$ cat config.mk
export PLATFORM = sky130hd
export DESIGN_NAME = background_sprite
export DESIGN_NICKNAME = d
export VERILOG_FILES = /design/src/rtl/bg_pkg.sv /design/src/rtl/bg_sun_disc.sv /design/src/rtl/background_sprite.sv
export SDC_FILE = /design/constraint.sdc
export NUM_CORES = 1
export LEC_CHECK = 0
export BUFFER_PORTS_ARGS = -buffer_cell sky130_fd_sc_hd__buf_4
export CAP_MARGIN = 25
export CORE_MARGIN = 2
export CORE_UTILIZATION = 39
export CTS_BUF_LIST = sky130_fd_sc_hd__clkbuf_16
export DETAILED_ROUTE_END_ITERATION = 6
export PLACE_DENSITY = 0.72
export SLEW_MARGIN = 20
export SYNTH_ARGS = -nofsm -noshare
export SYNTH_HDL_FRONTEND = slang
export SYNTH_SLANG_ARGS = --single-unit
$ cat constraint.sdc
create_clock -name clk -period 0.8 [get_ports clk]
set_input_delay 0.12 -clock clk [delete_from_list [all_inputs] [get_ports clk]]
set_output_delay 0.12 -clock clk [all_outputs]
set_load 0.03 [all_outputs]
$ cat src/rtl/bg_pkg.sv
// Shared types, colour constants and geometry for the procedural VGA background.
package bg_pkg;

    typedef struct packed {
        logic [7:0] r;
        logic [7:0] g;
        logic [7:0] b;
    } rgb_t;

    localparam logic [9:0] H_ACTIVE  = 10'd640;
    localparam logic [9:0] V_ACTIVE  = 10'd480;
    localparam logic [9:0] GROUND_Y  = 10'd400;
    localparam int         TILE_LOG2 = 4;

    localparam logic [7:0] SKY_R       = 8'd0;
    localparam rgb_t       GRASS_LIGHT = '{r: 8'd34,  g: 8'd139, b: 8'd34};
    localparam rgb_t       GRASS_DARK  = '{r: 8'd0,   g: 8'd100, b: 8'd0};
    localparam rgb_t       HORIZON     = '{r: 8'd255, g: 8'd255, b: 8'd255};
    localparam rgb_t       SUN_COLOR   = '{r: 8'd255, g: 8'd220, b: 8'd0};

    localparam logic [10:0] SUN_X  = 11'd560;
    localparam logic [10:0] SUN_Y  = 11'd80;
    localparam logic [21:0] SUN_R2 = 22'd1024;

    // Bit 0 of the tile-index sum selects light or dark grass.
    function automatic logic checker_parity(input logic [9:0] px, input logic [9:0] py);
        logic [9:0] tx;
        logic [9:0] ty;
        tx = px >> TILE_LOG2;
        ty = (py - GROUND_Y) >> TILE_LOG2;
        return 1'(tx + ty);
    endfunction

endpackage

$ cat src/rtl/bg_sun_disc.sv
// Combinational point-in-disc test for the sun drawn in the sky (used under BG_SUN_EN).
module bg_sun_disc
    import bg_pkg::*;
(
    input  logic [9:0] x,
    input  logic [9:0] y,
    output logic       in_sun
);

    logic signed [10:0] dx;
    logic signed [10:0] dy;
    logic signed [21:0] dx_w;
    logic signed [21:0] dy_w;
    logic        [21:0] dist2;

    assign dx   = $signed({1'b0, x} - SUN_X);
    assign dy   = $signed({1'b0, y} - SUN_Y);
    assign dx_w = 22'(dx);
    assign dy_w = 22'(dy);

    // Squares are non-negative and small enough that the 22-bit sum never wraps.
    assign dist2  = $unsigned(dx_w * dx_w) + $unsigned(dy_w * dy_w);
    assign in_sun = (dist2 < SUN_R2);

endmodule

$ cat src/rtl/background_sprite.sv
// Procedural background layer: sky gradient, horizon row, checkered ground, registered RGB.
// Optional sun disc in the sky when BG_SUN_EN is defined.
module background_sprite
    import bg_pkg::*;
(
    input  logic       clk,
    input  logic       reset,
    input  logic [9:0] x,
    input  logic [9:0] y,
    output logic [7:0] R,
    output logic [7:0] G,
    output logic [7:0] B
);

    rgb_t color_d;
    rgb_t color_q;
    logic in_sun;

`ifdef BG_SUN_EN
    bg_sun_disc u_sun (
        .x      (x),
        .y      (y),
        .in_sun (in_sun)
    );
`else
    assign in_sun = 1'b0;
`endif

    always_comb begin
        color_d = '0;
        if (x >= H_ACTIVE || y >= V_ACTIVE) begin
            color_d = '0;
        end else if (y < GROUND_Y) begin
            // y < 400 keeps y>>1 below 200, so y[8:1] is the full 8-bit term.
            color_d.r = SKY_R;
            color_d.g = y[9:2];
            color_d.b = 8'd255 - y[8:1];
            if (in_sun) begin
                color_d = SUN_COLOR;
            end
        end else if (y == GROUND_Y) begin
            color_d = HORIZON;
        end else begin
            color_d = checker_parity(x, y) ? GRASS_DARK : GRASS_LIGHT;
        end
    end

    always_ff @(posedge clk or negedge reset) begin
        if (!reset) begin
            color_q <= '0;
        end else begin
            color_q <= color_d;
        end
    end

    assign R = color_q.r;
    assign G = color_q.g;
    assign B = color_q.b;

endmodule

==> results.md <==
* Die Y at 51.4 µm
* Initial antenna violation count at 0
* GRT Resource Usage Total at 25.5%
* Leakage at 0.857 nW
* WHS Endpoint: B[0]$_DFF_PN0_
* Cell family with most CP delay: flip-flops
* Peak supply drop at 0.975 mV
* DRT Pass-1 Iters at 4
* WHS at 151 ps
* # port buffers at 39
* CTS tree: done
* CORE AREA at 2170 µm²
* Dpl hpwl at 1.64 mm
* DRC Markers at 0
* Synth cell types at 29
* Final Cycle Share at 124%
* CP Cell Sequence: buf_4
* Net Count, Synth at 100
* Largest net degree at the start of global routing at 19
* Vias in the first global route at 997
* DR vias at 947
* Fmax achieved at 1010 MHz
* Starting density of the core at 40.3%
* CTS sink count at 18
* Synth top area cells: dfrtp_1 52%, buf_4 6.0%, a21oi_1 5.2%
* CP Data Required Time at 680 ps
* WP buf/inv at 1
* Post-layout min period at 991 ps
* # diodes at 0
* Worst setup EP type: output port
* Slew headroom at 73.5%
* Final Slew Violations at 0
* Final setup violation count at 42
* Crit path kind: reg2out
* Worst Hold Depth at 3
* Final worst slack at -191 ps
* Crit path largest cell delay at 440 ps
* CTS Buf Count at 3
* Commonest cells in the netlist: 18 x dfrtp_1, 9 x a21oi_1, 7 x buf_4, 6 x a211oi_1
* Synth Register Bits at 18
* Synth area leader: dfrtp_1
* DR iter-0 viols at 15
* Crit Path Max Fanout at 6
* Asr flop ratio synth at 100%
* Nets at 168
* Startpoint Class: flip-flop
* Sequential-to-total area share from yosys stat at 51.5%
* Layout cell share with drive strength beyond 1 at 77.2%
* Mapped Cells at 78
* Hold Vio Cnt, Final at 0
* # IOs at 46
* Min-Delay Path Class: in2reg
* Failing checks: setup timing
* Die area at 2640 µm²
* GR Overflow Total at 0
* Post-route ant nets at 0
* Unrepaired setup endpoints after global routing: yes
* First-pass GRT wire length at 4.81 mm
* Maximum root-to-sink buffer count at 2
* Crit path DAT at 870 ps
* Worst slew pin tran at 397 ps
* HP Start: y[1]
* Total wire length at 3.09 mm
* Max-Cap Viols at 0
* Most common cell in the netlist: dfrtp_1
* Mapped Area at 875 µm²
* Syn-to-layout area delta at 109%
* Placer's final routability congestion estimate at 0.830
* Root Driver: clkbuf_16
* Yosys warning count at 0
* # H-tree levels at 1
* Status: finished, violations left
* Clk slew on worst S/H paths at 50 ps
* Avg Cell Area, Syn at 11.2 µm²
* Avg WL per Cell at 17.8 µm
* Dominant synthesized flop cell: dfrtp_1
* Floorplan die width at 51.4 µm
* Yosys top cell area share at 51.5%
* Pwr per Cell Area at 1500 nW/µm²
* Vias per Instance at 5.47
* Site Rows at 17
* Tot Pwr at 0.00274 W
* Post-synth EDFFs at 0
* Slowest-stage cell, CP: dfrtp_2
-- kinds of logic (layout without fill, tap and decap cells) --
group,Yosys count,count (layout),synth area share (%)
simple gates,23,25,16.7
xor+xnor,1,1,1.00
compound gates,25,25,21.3
buf+inv,11,76,9.44
flops,18,18,51.5
-- final cells by class --
| type | instances | area (µm²) |
|---|---|---|
| repair buffers | 70 | 697 |
| multi-input cells | 51 | 554 |
| flip-flops and latches | 18 | 453 |
| fillers | 114 | 344 |
| clock buffers | 3 | 75.1 |
| well taps | 28 | 35.0 |
| inverters | 2 | 7.51 |
| clock inverters | 1 | 3.75 |
-- state kept, by name (all words and copies together) (netlist names) --
signal and count:
B 8, G 8, R 2
-- worst max-delay path by stage --
| stage | startpoint | to | slack [ps] | cells after the start |
|---|---|---|---|---|
| detailed placement | y[6] | G[3]$_DFF_PN0_ | -520 | 4 |
| global route | y[5] | G[1]$_DFF_PN0_ | -210 | 4 |
| global placement | y[6] | B[5]$_DFF_PN0_ | -470 | 4 |
| finish | R[6]$_DFF_PN0_ | R[6] | -190 | 1 |
| floorplan | y[6] | B[5]$_DFF_PN0_ | -320 | 4 |
| CTS | R[6]$_DFF_PN0_ | R[0] | -170 | 1 |
-- cells in the final DEF, fill, tap and decap left out, types with 3 or more instances in the layout --
cell type   n
nor3_2      3
a21oi_2     9
dfrtp_1    16
clkbuf_16   3
or3_4       3
buf_6      29
nand2_4     3
a211oi_2    6
buf_4      35
buf_8       3
-- where the power goes --
part	internal (W)	leakage (nW)	switching, W
clock	0.000664	0.0385	0.000330
combinational	0.000373	0.578	0.000391
sequential	0.000955	0.240	0.0000217
-- metal layers --
metal,vias to the layer above,track usage [%],wire (µm)
met1,468,28.4,1200
met4,0,11.4,57
li1,420,-,-
met5,-,0,0
met3,6,4.68,175
met2,53,47.0,1650
-- per-stage QoR --
stage          setup TNS, ps  setup WS, ps  util (%)  area (µm²)  std cells
2_1_floorplan          -3690          -318         -         920         78
3_3_place_gp           -7450          -467      61.0        1320        156
3_5_place_dp           -7750          -516      61.0        1320        156
4_1_cts                -3830          -174      80.9        1760        170
5_1_grt                -5360          -212      84.1        1830        173
6_report               -4320          -191      84.1        1830        173
-- timing repair --
item,in CTS,in global routing
pin swaps,14,8
endpoints found under the hold margin,18,0
resized for setup,58,11
buffers inserted,6,3
endpoints found under the setup margin,42,42
cloned,3,0
hold buffers,1,0
No activity file was read; power rests on OpenSTA's default activity.
